**config.mk**
```make
export PLATFORM = sky130hd
export DESIGN_NAME = vga_timing_gen_flat
export DESIGN_NICKNAME = d
export VERILOG_FILES = /design/src/rtl/vga_pkg.sv /design/src/rtl/vga_if.sv /design/src/rtl/vga_delay_line.sv /design/src/rtl/vga_timing_gen.sv /design/src/flat_wrapper.sv
export SDC_FILE = /design/constraint.sdc
export NUM_CORES = 1
export LEC_CHECK = 0
export CORE_UTILIZATION = 45
export CTS_BUF_LIST = sky130_fd_sc_hd__clkbuf_2
export CTS_CLUSTER_SIZE = 20
export DETAILED_ROUTE_END_ITERATION = 10
export PLACE_DENSITY = 0.71
export SLEW_MARGIN = 20
export SYNTH_ARGS = -nofsm -noshare
export SYNTH_HDL_FRONTEND = slang
export SYNTH_SLANG_ARGS = --single-unit
```
**constraint.sdc**
```tcl
create_clock -name vga_clk -period 6.8 [get_ports vga_clk]
set_input_delay 2.04 -clock vga_clk [delete_from_list [all_inputs] [get_ports vga_clk]]
set_output_delay 2.04 -clock vga_clk [all_outputs]
set_load 0.05 [all_outputs]
```
**src/rtl/vga_pkg.sv**
```systemverilog
// Shared raster timing constants and coordinate type for the VGA front end.
// Defaults describe the 640x480@60 Hz mode on a 25 MHz pixel clock.
package vga_pkg;

  typedef logic [9:0] coord_t;

  localparam int H_VISIBLE_DEF  = 640;
  localparam int H_FP_DEF       = 16;
  localparam int H_SYNC_DEF     = 96;
  localparam int H_BP_DEF       = 48;
  localparam int V_VISIBLE_DEF  = 480;
  localparam int V_FP_DEF       = 10;
  localparam int V_SYNC_DEF     = 2;
  localparam int V_BP_DEF       = 33;
  localparam int PIPE_DELAY_DEF = 1;

  localparam int H_TOTAL_DEF =
    H_VISIBLE_DEF + H_FP_DEF + H_SYNC_DEF + H_BP_DEF;
  localparam int V_TOTAL_DEF =
    V_VISIBLE_DEF + V_FP_DEF + V_SYNC_DEF + V_BP_DEF;

  localparam int HS_START_DEF = H_VISIBLE_DEF + H_FP_DEF;
  localparam int HS_END_DEF   = HS_START_DEF + H_SYNC_DEF;
  localparam int VS_START_DEF = V_VISIBLE_DEF + V_FP_DEF;
  localparam int VS_END_DEF   = VS_START_DEF + V_SYNC_DEF;

  // Idle value of the {hs, vs, blank} bundle: syncs high, not visible.
  localparam logic [2:0] SYNC_IDLE = 3'b110;

endpackage

```
**src/rtl/vga_if.sv**
```systemverilog
// Raster timing bundle from the timing generator to the drawing stages.
// The generator drives through master; consumers attach as slave.
interface vga_if;
  import vga_pkg::*;

  coord_t      DrawX;
  coord_t      DrawY;
  logic        blank;
  logic        hs;
  logic        vs;
  logic        line_start;
  logic        frame_start;
  logic        vblank_start;
  logic [15:0] frame_count;
  logic        hs_d;
  logic        vs_d;
  logic        blank_d;

  modport master (
    output DrawX, DrawY, blank, hs, vs,
    output line_start, frame_start, vblank_start,
    output frame_count, hs_d, vs_d, blank_d
  );

  modport slave (
    input DrawX, DrawY, blank, hs, vs,
    input line_start, frame_start, vblank_start,
    input frame_count, hs_d, vs_d, blank_d
  );

endinterface

```
**src/rtl/vga_delay_line.sv**
```systemverilog
// Fixed-depth shift register with async reset to a chosen idle value.
// DEPTH of zero collapses to a wire.
module vga_delay_line #(
  parameter int               WIDTH     = 1,
  parameter int               DEPTH     = 1,
  parameter logic [WIDTH-1:0] RESET_VAL = '0
) (
  input  logic             clk_i,
  input  logic             rst_ni,
  input  logic [WIDTH-1:0] d_i,
  output logic [WIDTH-1:0] q_o
);

  if (DEPTH == 0) begin : g_wire
    logic unused_clk;
    assign unused_clk = clk_i ^ rst_ni;
    assign q_o = d_i;
  end else begin : g_pipe
    logic [WIDTH-1:0] stage_q [DEPTH];

    always_ff @(posedge clk_i or negedge rst_ni) begin
      if (!rst_ni) begin
        for (int i = 0; i < DEPTH; i++)
          stage_q[i] <= RESET_VAL;
      end else begin
        stage_q[0] <= d_i;
        for (int i = 1; i < DEPTH; i++)
          stage_q[i] <= stage_q[i-1];
      end
    end

    assign q_o = stage_q[DEPTH-1];
  end

endmodule

```
**src/rtl/vga_timing_gen.sv**
```systemverilog
// Raster counter with registered syncs, blank, strobes and frame counter.
// Decodes use next-state counters so they align with DrawX/DrawY.
module vga_timing_gen
  import vga_pkg::*;
#(
  parameter int H_VISIBLE  = H_VISIBLE_DEF,
  parameter int H_FP       = H_FP_DEF,
  parameter int H_SYNC     = H_SYNC_DEF,
  parameter int H_BP       = H_BP_DEF,
  parameter int V_VISIBLE  = V_VISIBLE_DEF,
  parameter int V_FP       = V_FP_DEF,
  parameter int V_SYNC     = V_SYNC_DEF,
  parameter int V_BP       = V_BP_DEF,
  parameter int PIPE_DELAY = PIPE_DELAY_DEF
) (
  input  logic  vga_clk,
  input  logic  reset_n,
  vga_if.master vga
);

  localparam int H_TOTAL  = H_VISIBLE + H_FP + H_SYNC + H_BP;
  localparam int V_TOTAL  = V_VISIBLE + V_FP + V_SYNC + V_BP;
  localparam int HS_START = H_VISIBLE + H_FP;
  localparam int HS_END   = HS_START + H_SYNC;
  localparam int VS_START = V_VISIBLE + V_FP;
  localparam int VS_END   = VS_START + V_SYNC;

  if (H_TOTAL > 1024 || V_TOTAL > 1024 ||
      H_VISIBLE < 1 || V_VISIBLE < 1 ||
      H_FP < 0 || H_SYNC < 0 || H_BP < 0 ||
      V_FP < 0 || V_SYNC < 0 || V_BP < 0 ||
      HS_END > H_TOTAL || VS_END > V_TOTAL ||
      PIPE_DELAY < 0 || PIPE_DELAY > 4) begin : g_bad_params
    $error("vga_timing_gen: illegal timing parameters");
  end

  // 11-bit compares so a window ending exactly at 1024 still decodes.
  localparam coord_t      H_LAST = coord_t'(H_TOTAL - 1);
  localparam coord_t      V_LAST = coord_t'(V_TOTAL - 1);
  localparam logic [10:0] H_VIS  = 11'(H_VISIBLE);
  localparam logic [10:0] V_VIS  = 11'(V_VISIBLE);
  localparam logic [10:0] HS_LO  = 11'(HS_START);
  localparam logic [10:0] HS_HI  = 11'(HS_END);
  localparam logic [10:0] VS_LO  = 11'(VS_START);
  localparam logic [10:0] VS_HI  = 11'(VS_END);

  coord_t      hc_q, hc_d;
  coord_t      vc_q, vc_d;
  logic        blank_q, blank_d;
  logic        hs_q, hs_d;
  logic        vs_q, vs_d;
  logic        ls_q, ls_d;
  logic        fs_q, fs_d;
  logic        vbs_q, vbs_d;
  logic [15:0] fc_q, fc_d;
  logic [10:0] hx, vx;
  logic [2:0]  dly;

  always_comb begin
    hc_d = hc_q + 10'd1;
    vc_d = vc_q;
    if (hc_q == H_LAST) begin
      hc_d = '0;
      vc_d = (vc_q == V_LAST) ? '0 : vc_q + 10'd1;
    end
    hx      = {1'b0, hc_d};
    vx      = {1'b0, vc_d};
    blank_d = (hx < H_VIS) && (vx < V_VIS);
    hs_d    = !((hx >= HS_LO) && (hx < HS_HI));
    vs_d    = !((vx >= VS_LO) && (vx < VS_HI));
    ls_d    = (hc_d == '0);
    fs_d    = ls_d && (vc_d == '0);
    vbs_d   = ls_d && (vx == V_VIS);
    fc_d    = fs_d ? fc_q + 16'd1 : fc_q;
  end

  // Reset parks on the last pixel so the first edge lands on (0,0).
  always_ff @(posedge vga_clk or negedge reset_n) begin
    if (!reset_n) begin
      hc_q    <= H_LAST;
      vc_q    <= V_LAST;
      blank_q <= 1'b0;
      hs_q    <= 1'b1;
      vs_q    <= 1'b1;
      ls_q    <= 1'b0;
      fs_q    <= 1'b0;
      vbs_q   <= 1'b0;
      fc_q    <= '0;
    end else begin
      hc_q    <= hc_d;
      vc_q    <= vc_d;
      blank_q <= blank_d;
      hs_q    <= hs_d;
      vs_q    <= vs_d;
      ls_q    <= ls_d;
      fs_q    <= fs_d;
      vbs_q   <= vbs_d;
      fc_q    <= fc_d;
    end
  end

  vga_delay_line #(
    .WIDTH     (3),
    .DEPTH     (PIPE_DELAY),
    .RESET_VAL (SYNC_IDLE)
  ) u_dly (
    .clk_i  (vga_clk),
    .rst_ni (reset_n),
    .d_i    ({hs_q, vs_q, blank_q}),
    .q_o    (dly)
  );

  assign vga.DrawX        = hc_q;
  assign vga.DrawY        = vc_q;
  assign vga.blank        = blank_q;
  assign vga.hs           = hs_q;
  assign vga.vs           = vs_q;
  assign vga.line_start   = ls_q;
  assign vga.frame_start  = fs_q;
  assign vga.vblank_start = vbs_q;
  assign vga.frame_count  = fc_q;
  assign {vga.hs_d, vga.vs_d, vga.blank_d} = dly;

endmodule

```
**src/flat_wrapper.sv**
```systemverilog
// flat-port wrapper written by rule: the top's interface ports become plain ports
module vga_timing_gen_flat import vga_pkg::*;
#(
  parameter int H_VISIBLE  = H_VISIBLE_DEF,
  parameter int H_FP       = H_FP_DEF,
  parameter int H_SYNC     = H_SYNC_DEF,
  parameter int H_BP       = H_BP_DEF,
  parameter int V_VISIBLE  = V_VISIBLE_DEF,
  parameter int V_FP       = V_FP_DEF,
  parameter int V_SYNC     = V_SYNC_DEF,
  parameter int V_BP       = V_BP_DEF,
  parameter int PIPE_DELAY = PIPE_DELAY_DEF
)
  (vga_clk, reset_n, vga_DrawX, vga_DrawY, vga_blank, vga_hs, vga_vs, vga_line_start, vga_frame_start, vga_vblank_start, vga_frame_count, vga_hs_d, vga_vs_d, vga_blank_d);
  vga_if vga_i ();
  input  logic vga_clk;
  input  logic reset_n;
  output wire logic [$bits(vga_i.DrawX)-1:0] vga_DrawX;
  output wire logic [$bits(vga_i.DrawY)-1:0] vga_DrawY;
  output wire logic [$bits(vga_i.blank)-1:0] vga_blank;
  output wire logic [$bits(vga_i.hs)-1:0] vga_hs;
  output wire logic [$bits(vga_i.vs)-1:0] vga_vs;
  output wire logic [$bits(vga_i.line_start)-1:0] vga_line_start;
  output wire logic [$bits(vga_i.frame_start)-1:0] vga_frame_start;
  output wire logic [$bits(vga_i.vblank_start)-1:0] vga_vblank_start;
  output wire logic [$bits(vga_i.frame_count)-1:0] vga_frame_count;
  output wire logic [$bits(vga_i.hs_d)-1:0] vga_hs_d;
  output wire logic [$bits(vga_i.vs_d)-1:0] vga_vs_d;
  output wire logic [$bits(vga_i.blank_d)-1:0] vga_blank_d;
  assign vga_DrawX = vga_i.DrawX;
  assign vga_DrawY = vga_i.DrawY;
  assign vga_blank = vga_i.blank;
  assign vga_hs = vga_i.hs;
  assign vga_vs = vga_i.vs;
  assign vga_line_start = vga_i.line_start;
  assign vga_frame_start = vga_i.frame_start;
  assign vga_vblank_start = vga_i.vblank_start;
  assign vga_frame_count = vga_i.frame_count;
  assign vga_hs_d = vga_i.hs_d;
  assign vga_vs_d = vga_i.vs_d;
  assign vga_blank_d = vga_i.blank_d;
  vga_timing_gen #(.H_VISIBLE(H_VISIBLE), .H_FP(H_FP), .H_SYNC(H_SYNC), .H_BP(H_BP), .V_VISIBLE(V_VISIBLE), .V_FP(V_FP), .V_SYNC(V_SYNC), .V_BP(V_BP), .PIPE_DELAY(PIPE_DELAY)) u_core (.vga_clk(vga_clk), .reset_n(reset_n), .vga(vga_i));
endmodule
```
==> run summary <==
layout cell share with drive strength beyond 1 - 11.1%
count of synthesis-stage warnings from yosys - 0
worst setup slack after layout - 2.87 ns
maximum number of pins on one net before global-route repair - 46
number of top-level pins - 47
setup-violating endpoint count in the final report - 0
CP max stage cell - sky130_fd_sc_hd__clkdlybuf4s50_1
number of hold violations in the final report - 0
Syn Std Cell Area - 2300 um2
Final Critical Period - 3.93 ns
cell chosen for the clock root - sky130_fd_sc_hd__clkbuf_2
clock slew at the register clock pins of the worst setup and hold paths - 0.20 ns
register-to-register setup slack - 3.32 ns
Pre-antenna DRT Iters - 4
Mapped Cells - 219
proportion of power drawn by flip-flops and latches - 71.4%
initial antenna violation count - 0
Critical Path Start Type - flop
Final Slew Violations - 0
CP Class - flop to output pin
origin of the worst min-delay path - u_core.vga.vs$_DFF_PN1_
Post-Route Utilization - 58.5%
Hold Crit Endpoint - u_core.u_dly.q_o[1]$_DFF_PN1_
P_sw - 0.0827 mW
top library cells by usage in the layout, fill and taps aside - sky130_fd_sc_hd__clkdlybuf4s50_1 (45), sky130_fd_sc_hd__dfrtp_1 (31), sky130_fd_sc_hd__xnor2_1 (19), sky130_fd_sc_hd__nand2_1 (18), sky130_fd_sc_hd__nand4_1 (16)
Row Count - 25
number of fill cells in the layout - 449
average detailed-routed wire length per instance - 14.3 um
clock network latency to the later pin of the worst-skew pair - 0.39 ns
worst vdd rail ir drop - 0.0000989 V
sequential fraction of the synthesis area - 49.6%
r2r worst-path depth - 8
run status - complete, no violations
family with the most delay on the worst path - buffers and inverters
ratio of final minimum period to clock period - 57.8%
die height - 73.5 um
DRC violation count after routing - 0
fin nets - 268
die outline width - 73.5 um
area of the core - 4820 um2
Crit path required time - 4.76 ns
final total negative setup slack - 0 ns
relative contribution of combinational cells to total power - 1.3%
number of H-tree branching levels - 2
DRC violation total after the first TritonRoute iteration - 84
placement-stage worst setup slack - 3.29 ns
Post-Syn Area per Cell - 10.5 um2
count of buffer and inverter cells on the critical path - 1
synthesized flop and latch total - 45
area overhead of the layout relative to synthesis - 22.4%
Hold/Removal Path Class - flop to flop
antenna-violating nets left - 0
Sw Share - 22.0%
EDFF count, synth - 0
share of async-settable or async-resettable flops after synthesis - 100%
via total after detailed routing - 1803
share of power burned in the clock network - 27.3%
clock tree from TritonCTS - built
post-cts sizing count - 0
final HPWL from detailed placement - 3.34 mm
distinct cell type count after synthesis - 47
Arr. time, crit path - 1.89 ns
largest incremental delay on the critical path - 0.85 ns
cell internal pwr - 0.293 mW
weighted congestion at the end of routability-driven global placement - 0.800
count of input and output buffers - 46
maximum count of clock buffers along a single path - 2
most common library cell in the layout ignoring fill and taps - sky130_fd_sc_hd__clkdlybuf4s50_1
Worst Max-Slew Pin Slew - 0.945 ns
residual overflow from global routing - 0
post-synth net total - 225
GRT Resource Usage Total - 18.8%
max-slew headroom at the worst pin - 37.0%
largest fanout on the critical path - 11
total setup buffers inserted after CTS - 0
total power draw - 0.376 mW
wire length of the first global-routing pass - 7.69 mm
Initial Util - 47.8%
Ant. Diodes - 0
overall die area - 5410 um2
reg-to-reg endpoint - u_core.vga.frame_count[1]$_DFFE_PN0P_
clock buffer count from CTS - 5
prevailing post-synth register cell - sky130_fd_sc_hd__dfrtp_1
number of maximum-capacitance violations - 0
Leakage - 1.15 nW
vias in the first global route - 1574
unrepaired setup endpoints after global routing - no
Reg2Reg Launch Point - u_core.vga.DrawX[0]$_DFF_PN1_
Highest Clock Rate - 254 MHz
Worst setup EP type - output pin
cell chain of the critical path - clkdlybuf4s50_1
Hold Buf Count CTS - 0
final wirelength - 4.70 mm
number of sinks handled by clock tree synthesis - 45
Worst Hold Depth - 0
per-cell via count in the routed design - 5.48
total power density per cell area - 133 nW/um2
Clock Skew - 0.0186 ns
[state kept, by name, indices dropped and copies added (netlist names)]
register and flops:
u_core.vga.vs 1, u_core.vga.line_start 1, u_core.vga.DrawY 10, u_core.vga.frame_start 1
u_core.vga.frame_count 16, u_core.vga.vblank_start 1, u_core.vga.hs 1, u_core.vga.DrawX 10
u_core.u_dly.q_o 3, u_core.vga.blank 1
[through the flow]
| stage | std cells | hold slack [ns] | instance area [um2] |
|---|---|---|---|
| floorplan | 219 | 0.471 | 2300 |
| global placement | 322 | 0.356 | 2790 |
| detailed placement | 322 | 0.360 | 2790 |
| CTS | 329 | 0.384 | 2820 |
| global route | 329 | 0.392 | 2820 |
| finish | 329 | 0.381 | 2820 |
[metal layers]
metal / GRT usage (%) / part of all wire, % / vias to the layer above
li1: - / - / 882
met1: 28.0 / 48 / 870
met4: 5.13 / 0.94 / 0
met5: 0 / 0 / -
met2: 27.6 / 46 / 46
met3: 4.12 / 4.5 / 5
[power groups by stage]
stage / Combinational, mW / Clock, mW / Sequential [mW]
floorplan: 0.000000434 / 0 / 0.273
global placement: 0.00558 / 0 / 0.273
detailed placement: 0.00546 / 0 / 0.273
CTS: 0.00548 / 0.109 / 0.269
global route: 0.00615 / 0.120 / 0.269
finish: 0.00495 / 0.103 / 0.268
[area by class of cell]
| cell class | count | area [um2] | share of cell area, % |
|---|---|---|---|
| flip-flops and latches | 45 | 1140 | 40.6 |
| multi-input cells | 157 | 1070 | 38.0 |
| repair buffers | 47 | 463 | 16.4 |
| well taps | 67 | 83.8 | 2.97 |
| clock buffers | 6 | 30.0 | 1.06 |
| inverters | 6 | 22.5 | 0.799 |
| clock inverters | 1 | 5.00 | 0.177 |
[cells in the mapped netlist, types with 2 or more instances]
library cell               instances  area, um2
sky130_fd_sc_hd__nand2_1          18       67.6
sky130_fd_sc_hd__dfstp_2          14        368
sky130_fd_sc_hd__nor2_1            9       33.8
sky130_fd_sc_hd__ha_1              4       50.1
sky130_fd_sc_hd__xor2_1            6       52.6
sky130_fd_sc_hd__clkbuf_1          4       15.0
sky130_fd_sc_hd__buf_6             3       33.8
sky130_fd_sc_hd__and4_1            6       52.6
sky130_fd_sc_hd__nor3_1            3       15.0
sky130_fd_sc_hd__mux2i_1           2       20.0
sky130_fd_sc_hd__inv_1             6       22.5
sky130_fd_sc_hd__a211oi_1          2       15.0
sky130_fd_sc_hd__dfrtp_1          31        776
sky130_fd_sc_hd__or3_1             2       12.5
sky130_fd_sc_hd__xnor2_1          19        166
sky130_fd_sc_hd__nor4_1            3       18.8
sky130_fd_sc_hd__o31ai_1           3       22.5
sky130_fd_sc_hd__nand4_1          16        100
sky130_fd_sc_hd__and3_1           14       87.6
sky130_fd_sc_hd__a21oi_1           2       10.0
sky130_fd_sc_hd__o21ai_0           9       45.0
sky130_fd_sc_hd__nand3_1          15       75.1
sky130_fd_sc_hd__o22ai_1           2       12.5
sky130_fd_sc_hd__buf_2             3       15.0
[logic make-up after synthesis]
logic type,synth area share [%]
compound gates,7.71
xor+xnor,9.51
fa+ha+maj,2.17
buf+inv,4.07
flops,49.6
mux,1.36
simple gates,25.5
[worst max path at each step]
stage	from	end	slack (ns)	cells after the start
floorplan	u_core.vga.DrawX[0]$_DFF_PN1_	u_core.vga.frame_count[12]$_DFFE_PN0P_	3.89	11
global placement	u_core.vga.DrawX[8]$_DFF_PN1_	vga_DrawX[8]	3.30	1
detailed placement	u_core.vga.DrawX[8]$_DFF_PN1_	vga_DrawX[8]	3.29	1
CTS	u_core.vga.DrawX[8]$_DFF_PN1_	vga_DrawX[8]	2.83	1
global route	u_core.vga.DrawX[8]$_DFF_PN1_	vga_DrawX[8]	2.76	1
finish	u_core.vga.DrawX[8]$_DFF_PN1_	vga_DrawX[8]	2.87	1
(Power assumes the default switching activity.)
